## config.mk

```make
export PLATFORM = sky130hd
export DESIGN_NAME = insn_encoder_flat
export DESIGN_NICKNAME = d
export VERILOG_FILES = /design/src/rtl/insn_encoder_if.sv /design/src/rtl/insn_encoder.sv /design/src/flat_wrapper.sv
export SDC_FILE = /design/constraint.sdc
export NUM_CORES = 1
export LEC_CHECK = 0
export ABC_AREA = 1
export CAP_MARGIN = 20
export CORE_MARGIN = 2
export CORE_UTILIZATION = 39
export CTS_BUF_LIST = sky130_fd_sc_hd__clkbuf_16
export DETAILED_ROUTE_END_ITERATION = 6
export GPL_ROUTABILITY_DRIVEN = 0
export PLACE_DENSITY = 0.86
export SLEW_MARGIN = 20
export SYNTH_ARGS = -nofsm -noshare
export SYNTH_HDL_FRONTEND = slang
export SYNTH_SLANG_ARGS = --single-unit
export TNS_END_PERCENT = 30
```

## constraint.sdc

```tcl
create_clock -name clock -period 1.6 [get_ports clock]
set_input_delay 0.32 -clock clock [delete_from_list [all_inputs] [get_ports clock]]
set_output_delay 0.32 -clock clock [all_outputs]
set_load 0.05 [all_outputs]
```

## src/rtl/insn_encoder_if.sv

```systemverilog
// ---------------------------------------------------------------------------
// insn_encoder_if
// Bundles the producer-side and consumer-side handshakes of the instruction
// encoder together with the decoded instruction fields, the address-load
// controls and the status outputs.
//
//   in_valid/in_ready     : decoded-instruction handshake (producer -> encoder)
//   in_op/in_rd/in_rs/in_rt/in_shamt/in_imm/in_target : decoded fields
//   addr_load/addr_value  : overwrite the instruction-memory address counter
//   out_valid/out_ready   : encoded-word handshake (encoder -> consumer)
//   out_insn/out_addr     : encoded 32-bit word and its imem address
//   out_err/err_sticky    : field range error (current word / since reset)
//   insn_count            : words accepted by the consumer, wraps at 16 bits
//
// Modports: master = harness / loader side, slave = encoder side.
// ---------------------------------------------------------------------------
interface insn_encoder_if #(
    parameter int ADDR_WIDTH = 12
);
    logic                  in_valid;
    logic                  in_ready;
    logic [3:0]            in_op;
    logic [4:0]            in_rd;
    logic [4:0]            in_rs;
    logic [4:0]            in_rt;
    logic [4:0]            in_shamt;
    logic [31:0]           in_imm;
    logic [31:0]           in_target;
    logic                  addr_load;
    logic [ADDR_WIDTH-1:0] addr_value;
    logic                  out_valid;
    logic                  out_ready;
    logic [31:0]           out_insn;
    logic [ADDR_WIDTH-1:0] out_addr;
    logic                  out_err;
    logic                  err_sticky;
    logic [15:0]           insn_count;

    modport master (
        output in_valid, in_op, in_rd, in_rs, in_rt, in_shamt, in_imm, in_target,
        output addr_load, addr_value, out_ready,
        input  in_ready, out_valid, out_insn, out_addr, out_err, err_sticky, insn_count
    );

    modport slave (
        input  in_valid, in_op, in_rd, in_rs, in_rt, in_shamt, in_imm, in_target,
        input  addr_load, addr_value, out_ready,
        output in_ready, out_valid, out_insn, out_addr, out_err, err_sticky, insn_count
    );
endinterface

```

## src/rtl/insn_encoder.sv

```systemverilog
// ---------------------------------------------------------------------------
// insn_encoder
// Streaming instruction encoder. Takes one decoded instruction per handshake
// and produces the 32-bit machine word plus the instruction-memory address it
// belongs at. Used to build imem images from the harness and boot loader.
//
// Ports:
//   clock : system clock, all state changes on the rising edge
//   reset : synchronous, active-high; discards any pending output word
//   bus   : insn_encoder_if slave modport (handshakes, fields, status)
//
// Parameters:
//   ADDR_WIDTH : width of the address counter and out_addr
//   BASE_ADDR  : counter value after reset
//
// One-deep registered output stage: a word is loaded one cycle after the
// input transfer and held until the consumer takes it. Accepting a new word
// in the same cycle the old one leaves sustains one word per clock.
// ---------------------------------------------------------------------------
module insn_encoder #(
    parameter int                    ADDR_WIDTH = 12,
    parameter logic [ADDR_WIDTH-1:0] BASE_ADDR  = '0
) (
    input  logic          clock,
    input  logic          reset,
    insn_encoder_if.slave bus
);

    // Mnemonic select values on in_op.
    localparam logic [3:0] OP_ADD  = 4'd0;
    localparam logic [3:0] OP_SUB  = 4'd1;
    localparam logic [3:0] OP_AND  = 4'd2;
    localparam logic [3:0] OP_OR   = 4'd3;
    localparam logic [3:0] OP_SLL  = 4'd4;
    localparam logic [3:0] OP_SRA  = 4'd5;
    localparam logic [3:0] OP_ADDI = 4'd6;
    localparam logic [3:0] OP_SW   = 4'd7;
    localparam logic [3:0] OP_LW   = 4'd8;
    localparam logic [3:0] OP_J    = 4'd9;
    localparam logic [3:0] OP_BNE  = 4'd10;
    localparam logic [3:0] OP_JAL  = 4'd11;
    localparam logic [3:0] OP_JR   = 4'd12;
    localparam logic [3:0] OP_BLT  = 4'd13;
    localparam logic [3:0] OP_BEX  = 4'd14;
    localparam logic [3:0] OP_SETX = 4'd15;

    // Machine opcodes, bits [31:27] of the encoded word.
    localparam logic [4:0] OPC_RTYPE = 5'b00000;
    localparam logic [4:0] OPC_J     = 5'b00001;
    localparam logic [4:0] OPC_BNE   = 5'b00010;
    localparam logic [4:0] OPC_JAL   = 5'b00011;
    localparam logic [4:0] OPC_JR    = 5'b00100;
    localparam logic [4:0] OPC_ADDI  = 5'b00101;
    localparam logic [4:0] OPC_BLT   = 5'b00110;
    localparam logic [4:0] OPC_SW    = 5'b00111;
    localparam logic [4:0] OPC_LW    = 5'b01000;
    localparam logic [4:0] OPC_SETX  = 5'b10101;
    localparam logic [4:0] OPC_BEX   = 5'b10110;

    // -----------------------------------------------------------------------
    // Registered state
    // -----------------------------------------------------------------------
    logic                  out_valid_q;
    logic [31:0]           out_insn_q;
    logic [ADDR_WIDTH-1:0] out_addr_q;
    logic                  out_err_q;
    logic                  err_sticky_q;
    logic [15:0]           insn_count_q;
    logic [ADDR_WIDTH-1:0] addr_cnt_q;
    logic [ADDR_WIDTH-1:0] addr_cnt_d;

    // -----------------------------------------------------------------------
    // Handshake
    // -----------------------------------------------------------------------
    logic in_xfer;
    logic out_xfer;
    logic [ADDR_WIDTH-1:0] word_addr;

    assign bus.in_ready = !out_valid_q || bus.out_ready;
    assign in_xfer      = bus.in_valid && bus.in_ready;
    assign out_xfer     = out_valid_q && bus.out_ready;

    // A load in the same cycle as an accepted word places that word at the
    // loaded address, so the counter moves on from there.
    assign word_addr = bus.addr_load ? bus.addr_value : addr_cnt_q;

    always_comb begin
        addr_cnt_d = addr_cnt_q;
        if (bus.addr_load) begin
            addr_cnt_d = bus.addr_value;
        end
        if (in_xfer) begin
            addr_cnt_d = word_addr + 1'b1;
        end
    end

    // -----------------------------------------------------------------------
    // Instruction class decode
    // -----------------------------------------------------------------------
    logic is_rtype;
    logic is_shift;
    logic is_itype;
    logic is_jitype;
    logic is_jr;

    always_comb begin
        is_rtype  = 1'b0;
        is_shift  = 1'b0;
        is_itype  = 1'b0;
        is_jitype = 1'b0;
        is_jr     = 1'b0;
        unique case (bus.in_op)
            OP_ADD, OP_SUB, OP_AND, OP_OR: is_rtype = 1'b1;
            OP_SLL, OP_SRA: begin
                is_rtype = 1'b1;
                is_shift = 1'b1;
            end
            OP_ADDI, OP_SW, OP_LW, OP_BNE, OP_BLT: is_itype  = 1'b1;
            OP_J, OP_JAL, OP_BEX, OP_SETX:         is_jitype = 1'b1;
            OP_JR:                                 is_jr     = 1'b1;
            default: ;
        endcase
    end

    // -----------------------------------------------------------------------
    // Opcode select
    // -----------------------------------------------------------------------
    logic [4:0] opcode;

    always_comb begin
        opcode = OPC_RTYPE;
        case (bus.in_op)
            OP_ADDI: opcode = OPC_ADDI;
            OP_SW:   opcode = OPC_SW;
            OP_LW:   opcode = OPC_LW;
            OP_BNE:  opcode = OPC_BNE;
            OP_BLT:  opcode = OPC_BLT;
            OP_J:    opcode = OPC_J;
            OP_JAL:  opcode = OPC_JAL;
            OP_BEX:  opcode = OPC_BEX;
            OP_SETX: opcode = OPC_SETX;
            OP_JR:   opcode = OPC_JR;
            default: opcode = OPC_RTYPE;
        endcase
    end

    // -----------------------------------------------------------------------
    // Field packing and range check
    // -----------------------------------------------------------------------
    logic [31:0] insn_enc;
    logic        err_enc;
    logic        imm_fits;
    logic        target_fits;

    // A 17-bit signed field holds [-65536, 65535]: bits [31:16] must all be
    // copies of bit 16.
    assign imm_fits    = (bus.in_imm[31:16] == {16{bus.in_imm[16]}});
    assign target_fits = (bus.in_target[31:27] == 5'd0);

    always_comb begin
        insn_enc        = '0;
        err_enc         = 1'b0;
        insn_enc[31:27] = opcode;
        if (is_rtype) begin
            insn_enc[26:22] = bus.in_rd;
            insn_enc[21:17] = bus.in_rs;
            // Shifts carry shamt in place of rt; other ALU ops never encode shamt.
            if (is_shift) begin
                insn_enc[11:7] = bus.in_shamt;
            end else begin
                insn_enc[16:12] = bus.in_rt;
            end
            // ALU op code equals the mnemonic index for the six R-type ops.
            insn_enc[6:2] = {2'b00, bus.in_op[2:0]};
        end else if (is_itype) begin
            insn_enc[26:22] = bus.in_rd;
            insn_enc[21:17] = bus.in_rs;
            insn_enc[16:0]  = bus.in_imm[16:0];
            err_enc         = !imm_fits;
        end else if (is_jitype) begin
            insn_enc[26:0] = bus.in_target[26:0];
            err_enc        = !target_fits;
        end else if (is_jr) begin
            insn_enc[26:22] = bus.in_rd;
        end
    end

    // -----------------------------------------------------------------------
    // Output stage, address counter and status
    // -----------------------------------------------------------------------
    always_ff @(posedge clock) begin
        if (reset) begin
            out_valid_q  <= 1'b0;
            out_insn_q   <= '0;
            out_addr_q   <= BASE_ADDR;
            out_err_q    <= 1'b0;
            err_sticky_q <= 1'b0;
            insn_count_q <= '0;
            addr_cnt_q   <= BASE_ADDR;
        end else begin
            if (in_xfer) begin
                out_valid_q <= 1'b1;
                out_insn_q  <= insn_enc;
                out_addr_q  <= word_addr;
                out_err_q   <= err_enc;
                if (err_enc) begin
                    err_sticky_q <= 1'b1;
                end
            end else if (out_xfer) begin
                out_valid_q <= 1'b0;
            end
            if (out_xfer) begin
                insn_count_q <= insn_count_q + 16'd1;
            end
            addr_cnt_q <= addr_cnt_d;
        end
    end

    assign bus.out_valid  = out_valid_q;
    assign bus.out_insn   = out_insn_q;
    assign bus.out_addr   = out_addr_q;
    assign bus.out_err    = out_err_q;
    assign bus.err_sticky = err_sticky_q;
    assign bus.insn_count = insn_count_q;

endmodule

```

## src/flat_wrapper.sv

```systemverilog
// flat-port wrapper written by rule: the top's interface ports become plain ports
module insn_encoder_flat 
#(
    parameter int                    ADDR_WIDTH = 12,
    parameter logic [ADDR_WIDTH-1:0] BASE_ADDR  = '0
)
  (clock, reset, bus_in_valid, bus_in_op, bus_in_rd, bus_in_rs, bus_in_rt, bus_in_shamt, bus_in_imm, bus_in_target, bus_addr_load, bus_addr_value, bus_out_ready, bus_in_ready, bus_out_valid, bus_out_insn, bus_out_addr, bus_out_err, bus_err_sticky, bus_insn_count);
  insn_encoder_if #(.ADDR_WIDTH(ADDR_WIDTH)) bus_i ();
  input  logic clock;
  input  logic reset;
  input wire logic [$bits(bus_i.in_valid)-1:0] bus_in_valid;
  input wire logic [$bits(bus_i.in_op)-1:0] bus_in_op;
  input wire logic [$bits(bus_i.in_rd)-1:0] bus_in_rd;
  input wire logic [$bits(bus_i.in_rs)-1:0] bus_in_rs;
  input wire logic [$bits(bus_i.in_rt)-1:0] bus_in_rt;
  input wire logic [$bits(bus_i.in_shamt)-1:0] bus_in_shamt;
  input wire logic [$bits(bus_i.in_imm)-1:0] bus_in_imm;
  input wire logic [$bits(bus_i.in_target)-1:0] bus_in_target;
  input wire logic [$bits(bus_i.addr_load)-1:0] bus_addr_load;
  input wire logic [$bits(bus_i.addr_value)-1:0] bus_addr_value;
  input wire logic [$bits(bus_i.out_ready)-1:0] bus_out_ready;
  output wire logic [$bits(bus_i.in_ready)-1:0] bus_in_ready;
  output wire logic [$bits(bus_i.out_valid)-1:0] bus_out_valid;
  output wire logic [$bits(bus_i.out_insn)-1:0] bus_out_insn;
  output wire logic [$bits(bus_i.out_addr)-1:0] bus_out_addr;
  output wire logic [$bits(bus_i.out_err)-1:0] bus_out_err;
  output wire logic [$bits(bus_i.err_sticky)-1:0] bus_err_sticky;
  output wire logic [$bits(bus_i.insn_count)-1:0] bus_insn_count;
  assign bus_i.in_valid = bus_in_valid;
  assign bus_i.in_op = bus_in_op;
  assign bus_i.in_rd = bus_in_rd;
  assign bus_i.in_rs = bus_in_rs;
  assign bus_i.in_rt = bus_in_rt;
  assign bus_i.in_shamt = bus_in_shamt;
  assign bus_i.in_imm = bus_in_imm;
  assign bus_i.in_target = bus_in_target;
  assign bus_i.addr_load = bus_addr_load;
  assign bus_i.addr_value = bus_addr_value;
  assign bus_i.out_ready = bus_out_ready;
  assign bus_in_ready = bus_i.in_ready;
  assign bus_out_valid = bus_i.out_valid;
  assign bus_out_insn = bus_i.out_insn;
  assign bus_out_addr = bus_i.out_addr;
  assign bus_out_err = bus_i.out_err;
  assign bus_err_sticky = bus_i.err_sticky;
  assign bus_insn_count = bus_i.insn_count;
  insn_encoder #(.ADDR_WIDTH(ADDR_WIDTH), .BASE_ADDR(BASE_ADDR)) u_core (.clock(clock), .reset(reset), .bus(bus_i));
endmodule
```

==> flow_summary.yaml, run 1 <==
critical_path:
  cp.required_ns: 1.85
  cpPeakStageDelay_ns: 0.46
  critical_path_class: "input port to register"
  critical_path.max_fanout: 3
  cp.arrival_ns: 1.81
  cp_top_family: "buffers and inverters"
  end_kind: "register"
  startpoint_type: "input port"
  cp_slowest_cell: "clkdlybuf4s50_1"
  crit_chain: "clkdlybuf4s50_1, inv_1, nand2_1, o21ai_2, inv_2, ha_2, inv_2, nor3_4, buf_4, nand3_1, a21oi_1"
  critPathBufInv: 5
  cp_common_cell: "inv_2"
synth:
  syn_inst: 648
  synth_nets: 762
  synth_edf_count: 0
  synth_ff_type: "dfxtp_1"
  syn_area_per_cell_um2: 6.326
  synth-seq-cells: 75
  synth_cell_type_count: 34
  yosys.area_share.simple_pct: 32.69
  synth_top_family_by_area: "simple AND/OR/NAND/NOR gates"
  synth_fa_ha_area_share_pct: 2.747
  synth_compound_area_share_pct: 16.09
  async_reset_ff_share_pct: 0
  ys_seq_area_share_pct: 36.63
  mappedNetlistArea_mm2: 0.004099
  synth_xor_area_share_pct: 0.2137
  muxShareOfSynthArea_pct: 0
  yosys_warnings: 0
drt:
  dr.pass1.iters: 6
  wirelength_um: 13630
  drc: 0
  via_per_inst: 4.868
  drt_iter0_drc: 311
  postRouteAntennaNets: 0
  routedWlPerCell_um: 13.45
  num_vias: 4931
clock_tree:
  cts_tree: "built"
  cts_hold_buf: 0
  cts_buffers: 9
  clk_path_buf_depth: 2
  cts_sinks: 75
  cts-root-buf: "clkbuf_16"
  clk_latency_ns: 0.33
  htree_num_levels: 3
  clk_pin_slew_ns: 0.06
floorplanning:
  core_area_mm2: 0.01028
  fp-row-count: 37
  die_x_um: 106.5
  num_io_pins: 169
  die_h_um: 106.5
  die_area_mm2: 0.01135
  start_util_pct: 39.88
power_and_ir_drop:
  pwr-share-clk_pct: 37.0
  power_leakage_uw: 0.003312
  power_switching_uw: 1837
  power_density_mw_per_mm2: 850.8
  ir_drop_mv: 0.4887
  sw_frac_of_total_pct: 30.87
  combinationalPowerShare_pct: 28.6
  p_seq_share_pct: 34.3
  p_int_uw: 4116
timing:
  slew_viol_final: 0
  hold_viol_final: 0
  fmaxAchievable_mhz: 645.0
  fin_setup_tns_ns: 0
  fin_skew_ns: 0.006190
  fin_crit_ns: 1.550
  rsz0062_at_grt: "true"
  final-setup-viol-count: 0
  worstMarginPinSlew_ns: 0.3993
  relSlewSlack_pct: 73.10
  fin_crit_sh_pct: 96.90
  whs_ns: 0.4294
flow_run:
  cap_violations: 0
outcome:
  outcome: "finished clean"
global_route:
  use_met2_pct: 40.43
  busiest_layer: "met2"
  grt_overflow_total: 0
  gr-usage-met3_pct: 5.334
  grt_usage_pct: 22.92
  antenna_found_initial: 1
  met1_usage_pct: 27.01
  grt_pass1_vias: 4519
  grt_max_degree: 40
  grt_pass1_wl_um: 21070
finish:
  final_cells: 1013
  fin_nets: 985
  layout_commonest_cell: "nand2_1"
  final_cell_mix: "nand2_1 (165), buf_4 (107), clkdlybuf4s50_1 (98)"
  area_growth_pct: 70.70
  drive_above_1_share_pct: 24.77
  fillCellCount: 843
min_path:
  min_path_type: "input port to register"
placement:
  place_hpwl_um: 9846
  dpl.cell_count: 986
  io_buffers: 168
==> state kept, by name, indices dropped and copies added (netlist names) <==
name and count:
u_core.bus.err_sticky 1, u_core.bus.out_err 1, u_core.bus.out_addr 12, u_core.addr_cnt_q 12, u_core.bus.insn_count 16, u_core.bus.out_valid 1
u_core.bus.out_insn 32
==> timing repair <==
item	4_1_cts	5_1_grt
pin swaps	4	12
setup buffers	3	3
endpoints found under the setup margin	37	52
gates resized for setup	34	43
cloned	1	3
==> synth_stat cells (2+ instances only) <==
library cell  number  share of area [%]
o21ai_1            5               0.61
nor2_1            84                7.7
buf_6              3               0.82
a21oi_1           54                6.6
a211oi_1           5               0.92
buf_4              3               0.55
nor3b_1            2               0.37
inv_2              3               0.27
inv_1             84                7.7
dfxtp_1           75                 37
buf_2              8               0.98
nor2_2             6               0.92
nand2_2            2               0.31
a22oi_1            2               0.37
nand3_1           42                5.1
nand2_1          173                 16
clkbuf_1          10               0.92
o21ai_0           43                5.3
nor3_1             7               0.85
a31oi_1            9                1.4
buf_1              3               0.27
nand4_1            4               0.61
ha_1               9                2.7
o21a_1             2               0.37
==> kinds of logic after synthesis <==
group | Yosys count
xor+xnor | 1
fa+ha+maj | 9
compound gates | 123
simple gates | 325
flops | 75
buf+inv | 115
==> power groups by stage <==
| stage | clock (µW) | combinational, µW | sequential [µW] |
|---|---|---|---|
| 3_5_place_dp | 0 | 1550 | 2080 |
| 3_3_place_gp | 0 | 1530 | 2080 |
| 6_report | 2210 | 1700 | 2040 |
| 4_1_cts | 2250 | 1620 | 2040 |
| 5_1_grt | 2330 | 1830 | 2060 |
| 2_1_floorplan | 0 | 513 | 2400 |
==> through the flow <==
stage | setup WS, ns | util (%) | total power, µW | cell area [µm²]
2_1_floorplan | 0.01083 | - | 2914 | 4120
3_3_place_gp | -0.5314 | 61.54 | 3606 | 6325
3_5_place_dp | -0.5909 | 61.54 | 3628 | 6325
4_1_cts | 0.008357 | 66.18 | 5905 | 6802
5_1_grt | -0.01234 | 68.08 | 6212 | 6997
6_report | 0.04953 | 68.08 | 5953 | 6997
==> worst register-to-register path, delay by kind of cell, from the launching register on <==
family / cells / cell delay (ns)
flops: 1 / 0.36
simple gates: 9 / 0.84
fa+ha+maj: 1 / 0.16
==> worst paths after layout <==
check / slack (ns) / start / to / depth (start not counted)
max: 0.05 / bus_addr_value[0] / u_core.addr_cnt_q[8] / 11
min: 0.43 / bus_in_op[1] / u_core.bus.out_insn[31] / 4
max reg2reg: 0.14 / u_core.bus.insn_count[1] / u_core.bus.insn_count[12] / 10
min reg2reg: 0.48 / u_core.bus.out_insn[1] / u_core.bus.out_insn[1] / 2
==> layer usage <==
| metal | part of all wire, % | wire, µm |
|---|---|---|
| met5 | 0 | 0 |
| met4 | 2.2 | 297 |
| met3 | 6.9 | 939 |
| met2 | 50 | 6827 |
| met1 | 41 | 5562 |
==> final cells by class <==
type / instances / area, µm² / area share [%]
Clock inverter: 7 / 100.1 / 1.431
Antenna cell: 1 / 2.502 / 0.03577
Inverter: 88 / 336.6 / 4.810
Sequential cell: 75 / 1515 / 21.66
Clock buffer: 9 / 225.2 / 3.219
Multi-Input combinational cell: 458 / 2287 / 32.69
Timing Repair Buffer: 239 / 2360 / 33.73
Tap cell: 136 / 170.2 / 2.432
Power figures use the tool's default switching activity.
==> run 2, diff against run 1 <==
--- a/config.mk
+++ b/config.mk
@@ -13,7 +13,6 @@
 export DETAILED_ROUTE_END_ITERATION = 6
 export GPL_ROUTABILITY_DRIVEN = 0
 export PLACE_DENSITY = 0.86
-export SLEW_MARGIN = 20
 export SYNTH_ARGS = -nofsm -noshare
 export SYNTH_HDL_FRONTEND = slang
 export SYNTH_SLANG_ARGS = --single-unit
==> results of run 2 <==
The final DEF is identical to that of run 1; final timing and power are the same.
